$ cat src/rtl/addsub_divider_seq.sv
// Sequential unsigned restoring divider that shares a single add/sub datapath.
// One trial subtraction is done per clock, for n clocks. After that the quotient
// and remainder are loaded and done pulses for one cycle.
// Ports:
//   clk, rst              rising-edge clock, synchronous active-high reset
//   start                 request, sampled only in IDLE
//   dividend, divisor     operands, captured on an accepted start
//   busy                  high while iterating (CALC)
//   done                  one-cycle pulse when the results become valid
//   quotient, remainder   results, held until the next load or reset
//   div_by_zero           set when the captured divisor was zero

// n-bit adder/subtractor: s = x + y (add_n=0) or x - y (add_n=1).
// c_out=1 on subtract means no borrow.
module adder_subtactor_nbit #(
    parameter int unsigned n = 4
) (
    input  logic [n-1:0] x,
    input  logic [n-1:0] y,
    input  logic         add_n,
    output logic [n-1:0] s,
    output logic         c_out
);
    localparam int unsigned W = n + 1;

    logic [n-1:0] y_eff;

    assign y_eff        = add_n ? ~y : y;
    assign {c_out, s}   = {1'b0, x} + {1'b0, y_eff} + W'(add_n);
endmodule

module addsub_divider_seq #(
    parameter int unsigned n = 4
) (
    input  logic         clk,
    input  logic         rst,
    input  logic         start,
    input  logic [n-1:0] dividend,
    input  logic [n-1:0] divisor,
    output logic         busy,
    output logic         done,
    output logic [n-1:0] quotient,
    output logic [n-1:0] remainder,
    output logic         div_by_zero
);
    localparam int unsigned CW = $clog2(n) + 1;

    localparam logic [1:0] S_IDLE = 2'd0;
    localparam logic [1:0] S_CALC = 2'd1;
    localparam logic [1:0] S_DONE = 2'd2;

    logic [1:0]    state;
    logic [1:0]    state_next;
    logic [n-1:0]  q_reg;
    logic [n-1:0]  d_reg;
    logic [n:0]    r_reg;
    logic [CW-1:0] count;

    logic [n:0]    shifted;
    logic [n:0]    diff;
    logic          no_borrow;
    logic [n:0]    step_r;
    logic [n-1:0]  step_q;
    logic          last_step;
    logic          r_unused;

    // Shift the next dividend bit into the partial remainder, then trial-subtract D.
    assign shifted = {r_reg[n-1:0], q_reg[n-1]};

    adder_subtactor_nbit #(.n(n + 1)) u_addsub (
        .x     (shifted),
        .y     ({1'b0, d_reg}),
        .add_n (1'b1),
        .s     (diff),
        .c_out (no_borrow)
    );

    // Restoring step: keep the difference only when it did not go negative.
    assign step_r    = no_borrow ? diff : shifted;
    assign step_q    = {q_reg[n-2:0], no_borrow};
    assign last_step = (count == CW'(n - 1));

    // After a step R < D, so the top bit of R stays zero.
    assign r_unused  = r_reg[n];

    // Next-state logic.
    always_comb begin
        state_next = state;
        case (state)
            S_IDLE: begin
                if (start) begin
                    state_next = (divisor == '0) ? S_DONE : S_CALC;
                end
            end
            S_CALC: begin
                if (last_step) begin
                    state_next = S_DONE;
                end
            end
            S_DONE:  state_next = S_IDLE;
            default: state_next = S_IDLE;
        endcase
    end

    // State register.
    always_ff @(posedge clk) begin
        if (rst) begin
            state <= S_IDLE;
        end else begin
            state <= state_next;
        end
    end

    // Datapath and result registers; busy/done mirror the state being entered.
    always_ff @(posedge clk) begin
        if (rst) begin
            q_reg       <= '0;
            d_reg       <= '0;
            r_reg       <= '0;
            count       <= '0;
            busy        <= 1'b0;
            done        <= 1'b0;
            quotient    <= '0;
            remainder   <= '0;
            div_by_zero <= 1'b0;
        end else begin
            busy <= (state_next == S_CALC);
            done <= (state_next == S_DONE);
            case (state)
                S_IDLE: begin
                    if (start) begin
                        if (divisor == '0) begin
                            quotient    <= '1;
                            remainder   <= dividend;
                            div_by_zero <= 1'b1;
                        end else begin
                            q_reg       <= dividend;
                            d_reg       <= divisor;
                            r_reg       <= '0;
                            count       <= '0;
                            div_by_zero <= 1'b0;
                        end
                    end
                end
                S_CALC: begin
                    r_reg <= step_r;
                    q_reg <= step_q;
                    count <= count + CW'(1);
                    if (last_step) begin
                        quotient  <= step_q;
                        remainder <= step_r[n-1:0];
                    end
                end
                default: begin
                end
            endcase
        end
    end
endmodule

$ cat config.mk
export PLATFORM = sky130hd
export DESIGN_NAME = addsub_divider_seq
export DESIGN_NICKNAME = d
export VERILOG_FILES = /design/src/rtl/addsub_divider_seq.sv
export SDC_FILE = /design/constraint.sdc
export NUM_CORES = 1
export LEC_CHECK = 0
export ABC_AREA = 1
export BUFFER_PORTS_ARGS = -buffer_cell sky130_fd_sc_hd__buf_2
export CAP_MARGIN = 20
export CORE_MARGIN = 5
export CORE_UTILIZATION = 56
export DETAILED_ROUTE_END_ITERATION = 7
export PLACE_DENSITY = 0.81
export SLEW_MARGIN = 5
export SYNTH_ARGS = -nofsm -noshare
export SYNTH_HDL_FRONTEND = slang
export SYNTH_HIERARCHICAL = 1
export SYNTH_SLANG_ARGS = --single-unit
$ cat constraint.sdc
create_clock -name clk -period 2.35 [get_ports clk]
set_clock_uncertainty 0.05 [all_clocks]
set_input_delay 0.1175 -clock clk [delete_from_list [all_inputs] [get_ports clk]]
set_output_delay 0.1175 -clock clk [all_outputs]
set_load 0.01 [all_outputs]
# Word level (Yosys, flattened, before mapping)
# Index checks and enable logic that the tools add are counted.
# word_totals
reg_bits	28
input_bits	11
# classes
n_addsub	3
eq_ne	8
mux	23
bitwise_logic	2
n_reduce_logical	7
# ops
cell	n
2-to-1 mux 4 bit	11
one-hot mux 4 bit (2 select lines)	4
inequality test 2 bit, second input constant	4
adder 5 x 5 -> 6 bit	1
adder 6 x 1 -> 6 bit, second input constant	1
2-to-1 mux 2 bit	3
2-to-1 mux 3 bit	2
one-hot mux 3 bit (2 select lines)	1
AND reduction 3 bit	2
inverter 4 -> 5 bit	1
equality test 2 x 1 -> 1 bit, second input constant	2
logical NOT 4 bit	1
one-hot mux 2 bit (2 select lines)	1
AND reduction 4 bit	1
adder 3 x 1 -> 3 bit, second input constant	1
equality test 3 x 2 -> 1 bit, second input constant	1
equality test 2 bit, second input constant	1
logical NOT 2 bit	1
AND reduction 2 bit	1
nonzero test 2 bit	1
2-to-1 mux 1 bit	1
inverter 1 bit	1

# Logic depth before layout (Yosys ltp)
# Gate-level depths: netlist of the first run.
# depth
ltp_word	6
depth_mapped	17
mapped_depth_nobuf	16

# Cells and area by module
# The synthesis of the first run kept the hierarchy.
# modules_own_cells
mod	n_inst	cells_per_inst	area_each_um2	seq_area_each_um2
addsub_divider_seq	1	171	1248.7	560.5
adder_subtactor_nbit	1	44	309.0	0.0

# Least setup slack after synthesis of the first run
# Ideal clock, no wire load.
# synth_timing
path_kind	register -> register
start	register d_reg[1]
end	register remainder[2]
setup_ps	64
arrival_ps	1658
required_time_ps	2236
slack_ps	578
path_stages_with_launch	17
path_buffers	0
path_cell_list	dfxtp_1 > xnor2_2 > inv_1 > ha_1 > nand2_1 > inv_2 > nand3_4 > nand2_2 > nand2_1 > nand2_1 > inv_1 > nand2_1 > a21oi_1 > inv_1 > nand2_1 > nor2_2 > nor2_1
# synth_via
elab_chain_len	6
# synth_lines
item	line_no	text
start, declared	55	logic [n-1:0] d_reg;
start signal, assigned	138	d_reg <= divisor;
inverter 4 -> 5 bit	28	assign y_eff = add_n ? ~y : y;
adder 5 x 5 -> 6 bit	29	assign {c_out, s} = {1'b0, x} + {1'b0, y_eff} + W'(add_n);
adder 6 x 1 -> 6 bit	29	
via no_borrow	61	logic no_borrow;
2-to-1 mux 4 bit	79	assign step_r = no_borrow ? diff : shifted;
2-to-1 mux 4 bit	149	if (last_step) begin
one-hot mux 4 bit (2 select lines)	129	case (state)
end signal, assigned	134	remainder <= dividend;
end signal, assigned	151	remainder <= step_r[n-1:0];
end, declared	43	output logic [n-1:0] remainder,
# The timed path passes the listed nets, and every way through them passes these cells. The select of a mux whose other input is x is not followed.
# A chain may end at the register's enable or synchronous reset.

# Final worst setup path of the first run
# layout_timing
start	register d_reg[1]
end	register remainder[3]
# Same word-level chain as after synthesis.

==> results_dict.tcl, run 1 <==
set metrics [dict create \
    status "finished clean" \
    final_nets 250 \
    clock-sinks 28 \
    hold_violations 0 \
    drt_first_pass_iters 4 \
    maxCapViolCount 0 \
    layout-drive-gt1-share_pct 20.87 \
    fp-row-count 19 \
    remaining_drc_errors 0 \
    cts_hold_buf 4 \
    relSlewSlack_pct 58.25 \
    p_leak_nw 0.8477 \
    path_common_cell "nand2_1" \
    die_y_um 62.19 \
    post-cts-setup-buffers 0 \
    fin_crit_sh_pct 84.74 \
    core_um2 2686 \
    worst-setup-path-type "register to register" \
    grt_pass1_wl_um 5188 \
    hp-class "input port to register" \
    numPortBuffers 21 \
    via_count 1309 \
    cp-end-kind "register" \
    h-tree-depth 1 \
    peakVddDrop_v 0.0005711 \
    setup_ws_ns 0.3585 \
    clk_pin_slew_ns 0.15 \
    setup_violations 0 \
    path_cells "xnor2_2 > inv_1 > ha_1 > nand2_1 > inv_2 > nand3_4 > nand2_2 > nand2_1 > nand2_1 > inv_1 > nand2_1 > a21oi_1 > inv_1 > nand2_1 > nor2_2 > nor2_1" \
    num_antenna_cells 0 \
    ios 22 \
    yosysWarnings 6 \
    die_width_um 62.19 \
    worst-path-buf-inv 4 \
    worstMarginPinSlew_ns 0.6247 \
    cts_resized 0 \
    r2r_slack_ns 0.36 \
    clock_latency_ns 0.34 \
    dpl.cell_count 253 \
    vias_per_cell 5.015 \
    whs_ns 0.06817 \
    max_stage_delay_ns 0.40 \
    initial_utilization_pct 56.78 \
    critical_path_arrival_ns 2.23 \
    areaGrowthSynthToFinish_pct 12.06 \
    maxSlewViolCount 0 \
    routabilityCongestion 0.8224 \
    required_ns 2.58 \
    min_period_ns 1.991 \
    globalRoute.totalOverflow 0 \
    rsz0062_at_grt "no" \
    post-place-ws_ns 0.3904 \
    critical_path.max_fanout 6 \
    slowest_stage "dfxtp_1" \
    grt_max_degree 21 \
    clockBufferDepth 2 \
    antenna_left 0 \
    place_area_um2 1617 \
    fmax_mhz 502.1 \
    synth_area_um2 1525 \
    cts_buffers 3 \
    cts_tree "built" \
    cts-root-buf "clkbuf_4" \
    grt_pass1_vias 1194 \
    drt-initial-drc-count 48 \
    syn_inst 208 \
    syn_avg_cell_area_um2 7.333 \
    power_density_nw_per_um2 627.2 \
    routedWlPerCell_um 11.25 \
    syn_nets 227 \
    design_area_um2 1709 \
    worstSetupStartpointType "register" \
    antenna_found_initial 0 \
    grt_use_total_pct 16.19 \
    final-instance-count-excl-fill 261 \
    die-area_um2 3868 \
    final_cell_mix "nand2_1, dfxtp_1, buf_2" \
    drt-total-wl_um 2936 \
    timing.setup.tns_ns 0 \
    critical-path-top-delay-family "simple AND/OR/NAND/NOR gates" \
    layout_commonest_cell "nand2_1" \
    hpwlAfterDp_um 2124 \
]
final timing paths:
path | cells past startpoint | endpoint | from
setup / recovery | 16 | remainder[3] | d_reg[1]
hold / removal | 5 | remainder[1] | dividend[1]
setup reg to reg | 16 | remainder[3] | d_reg[1]
hold reg to reg | 2 | quotient[1] | quotient[1]
layer usage:
layer / vias up / track usage, % / wire length (µm)
met5: - / 0 / 0
met4: 0 / 4.878 / 31
met3: 4 / 2.523 / 103
met2: 19 / 30.18 / 1494
met1: 594 / 18.53 / 1306
li1: 692 / - / -
worst reg2reg max path, stage by stage (launching register included):
cell and delay [ns]:
dfxtp_1 0.40, xnor2_2 0.14, inv_1 0.07, ha_1 0.28, nand2_1 0.07, inv_2 0.04, nand3_4 0.07, nand2_2 0.05
nand2_1 0.06, nand2_1 0.10, inv_1 0.17, nand2_1 0.07, a21oi_1 0.13, inv_1 0.07, nand2_1 0.07, nor2_2 0.04
nor2_1 0.07
metrics by stage:
step,power (mW),util [%]
floorplan,0.7125,-
global route,1.135,63.62
detailed placement,0.7586,60.18
finish,1.072,63.62
CTS,1.076,63.62
global placement,0.7558,60.18
power by group:
part           internal [mW]  switching [mW]
sequential             0.507          0.0205
combinational         0.0848           0.142
clock                  0.173           0.145
total                  0.764           0.308
layout make-up:
type	instances	area, µm²
clock inverters	1	30.03
fillers	240	977.2
multi-input cells	147	812.0
repair buffers	25	145.1
flip-flops and latches	28	560.5
inverters	26	100.1
well taps	31	38.79
clock buffers	3	22.52
No activity file was read; power rests on OpenSTA's default activity.
==> inputs of run 2 (changes only) <==
ABC_AREA = 0   (was 1)
clock period = 1.95 ns   (was 2.35 ns; I/O delays follow)
==> run 2 against run 1 <==
The run now ends with negative setup slack left. Register-to-register slack worse by 0.45 ns. Sequential power up 18%. Worst setup slack worse by 0.45 ns. Core utilization up 9.7 points. Largest cell class unchanged. Highest routed layer unchanged.
==> results_dict.tcl, run 2 <==
set metrics [dict create \
    hpwlAfterDp_um 2426 \
    r2r-end "remainder[0]" \
    final_nets 216 \
    critical_path.max_fanout 5 \
    whs_path_depth 3 \
    syn_avg_cell_area_um2 8.781 \
    cp-end-kind "register" \
    status "finished, violations left" \
    yosysWarnings 6 \
    worstSetupStartpointType "register" \
    clockBufferDepth 2 \
    cts_tree "built" \
    hp-class "input port to register" \
    clk_pin_slew_ns 0.14 \
    remaining_drc_errors 0 \
    worst-setup-path-type "register to register" \
    ios 22 \
    die_width_um 61.48 \
    nFillCells 173 \
    rsz0062_at_grt "yes" \
    drt-total-wl_um 3651 \
    setup_violations 9 \
    drt_first_pass_iters 4 \
    worstRegToRegCells 8 \
    layout_commonest_cell "dfxtp_1" \
    grt_max_degree 24 \
    critical-path-top-delay-family "simple AND/OR/NAND/NOR gates" \
    routedWlPerCell_um 16.23 \
    core_um2 2500 \
    worst-path-buf-inv 0 \
    final-instance-count-excl-fill 225 \
    via_count 1338 \
    fmax_mhz 489.4 \
    slowest_stage "dfxtp_2" \
    cts-root-buf "clkbuf_4" \
    drt-initial-drc-count 43 \
    min_period_ns 2.043 \
    grt_pass1_vias 1306 \
    multi_input_area_um2 954.7 \
    fin_crit_sh_pct 104.8 \
    post-place-ws_ns -0.1074 \
    fp-row-count 18 \
    timing.setup.tns_ns -0.6573 \
    required_ns 2.10 \
    initial_utilization_pct 59.36 \
    path_cells "xor2_2 > ha_4 > nand2_1 > or2_1 > a31oi_4 > mux2_4 > nor2_2 > o41ai_2" \
    worstMarginPinSlew_ns 0.7809 \
    antenna_found_initial 0 \
    final_util_pct 73.32 \
    power_density_nw_per_um2 605.6 \
    r2r_slack_ns -0.09 \
    grt_pass1_wl_um 5947 \
    relSlewSlack_pct 47.94 \
    peakVddDrop_v 0.0005092 \
    hold_violations 0 \
    layout-drive-gt1-share_pct 34.36 \
    num_antenna_cells 0 \
    p_leak_nw 0.7381 \
    final_cell_mix "dfxtp_1, buf_2, a21oi_1" \
    routabilityCongestion 0.8582 \
    h-tree-depth 1 \
    hold_path_startpoint "dividend[2]" \
    min_to "q_reg[2]" \
    clock-sinks 28 \
    max_stage_delay_ns 0.38 \
    dpl.cell_count 214 \
    antenna_left 0 \
    maxSlewViolCount 0 \
    violations "negative setup slack" \
    critical_path_arrival_ns 2.20 \
    r2r-start "d_reg[2]" \
    grt_use_total_pct 20.68 \
    numPortBuffers 21 \
    clock_latency_ns 0.31 \
    regArea_um2 564.3 \
    areaGrowthSynthToFinish_pct 23.52 \
    synth_area_um2 1484 \
    setup_ws_ns -0.09346 \
    syn_nets 188 \
    die_y_um 61.48 \
    cts_buffers 3 \
    maxCapViolCount 0 \
    globalRoute.totalOverflow 0 \
    vias_per_cell 5.947 \
    die-area_um2 3779 \
    syn_inst 169 \
]
run 2: cell count changes in the layout (fill, tap and decap cells not counted), moves of 8 or more:
cell	previous run	this run
buf_4	0	12
inv_1	20	5
nand2_1	61	10
nand3_1	12	0
o21ai_0	6	14
run 2: through the flow:
| stage | total power, mW | cell area [µm²] | hold WS, ns |
|---|---|---|---|
| 2_1_floorplan | 0.7774 | 1490 | 0.1496 |
| 3_3_place_gp | 0.8241 | 1614 | 0.3302 |
| 3_5_place_dp | 0.8339 | 1614 | 0.3387 |
| 4_1_cts | 1.086 | 1747 | 0.05295 |
| 5_1_grt | 1.172 | 1833 | 0.07862 |
| 6_report | 1.110 | 1833 | 0.06188 |
run 2: worst min-delay path, cell delays in order:
cell and delay [ns]:
buf_2 0.09, a31oi_1 0.07, a21oi_1 0.14
run 2: layout make-up:
type	count	area share, %
multi-input cells	122	52.08
clock buffers	3	1.229
inverters	5	1.024
well taps	30	2.048
repair buffers	37	12.83
flip-flops and latches	28	30.78
run 2: metal layers:
metal,track usage [%],vias to the layer above,wire (µm)
met5,0,-,0
met4,5.152,0,34
met3,2.935,4,185
met2,34.74,51,1810
met1,27.95,628,1620
li1,-,655,-
run 2: worst max path at each step:
stage                     startpoint            to  slack, ns  cells after the start
after floorplan             d_reg[2]  remainder[3]       0.07                      8
final                       d_reg[2]  remainder[0]      -0.09                      8
after global placement      d_reg[2]  remainder[3]     -0.007                      8
after detailed placement    d_reg[2]  remainder[2]      -0.11                      8
after CTS                   d_reg[2]  remainder[2]      -0.07                      8
after global routing        d_reg[1]  remainder[3]      -0.17                      8
run 2: timing repair:
action	CTS	global route
hold endpoints to repair	4	0
pin swaps	1	6
gates resized for setup	9	19
hold buffers	4	0
setup buffers	4	0
setup endpoints to repair	9	9
run 2: report_power, final:
group          switching [mW]  total [mW]  internal, mW
combinational           0.152       0.267         0.116
clock                   0.151       0.223        0.0722
sequential             0.0208       0.620         0.599
total                   0.323        1.11         0.787
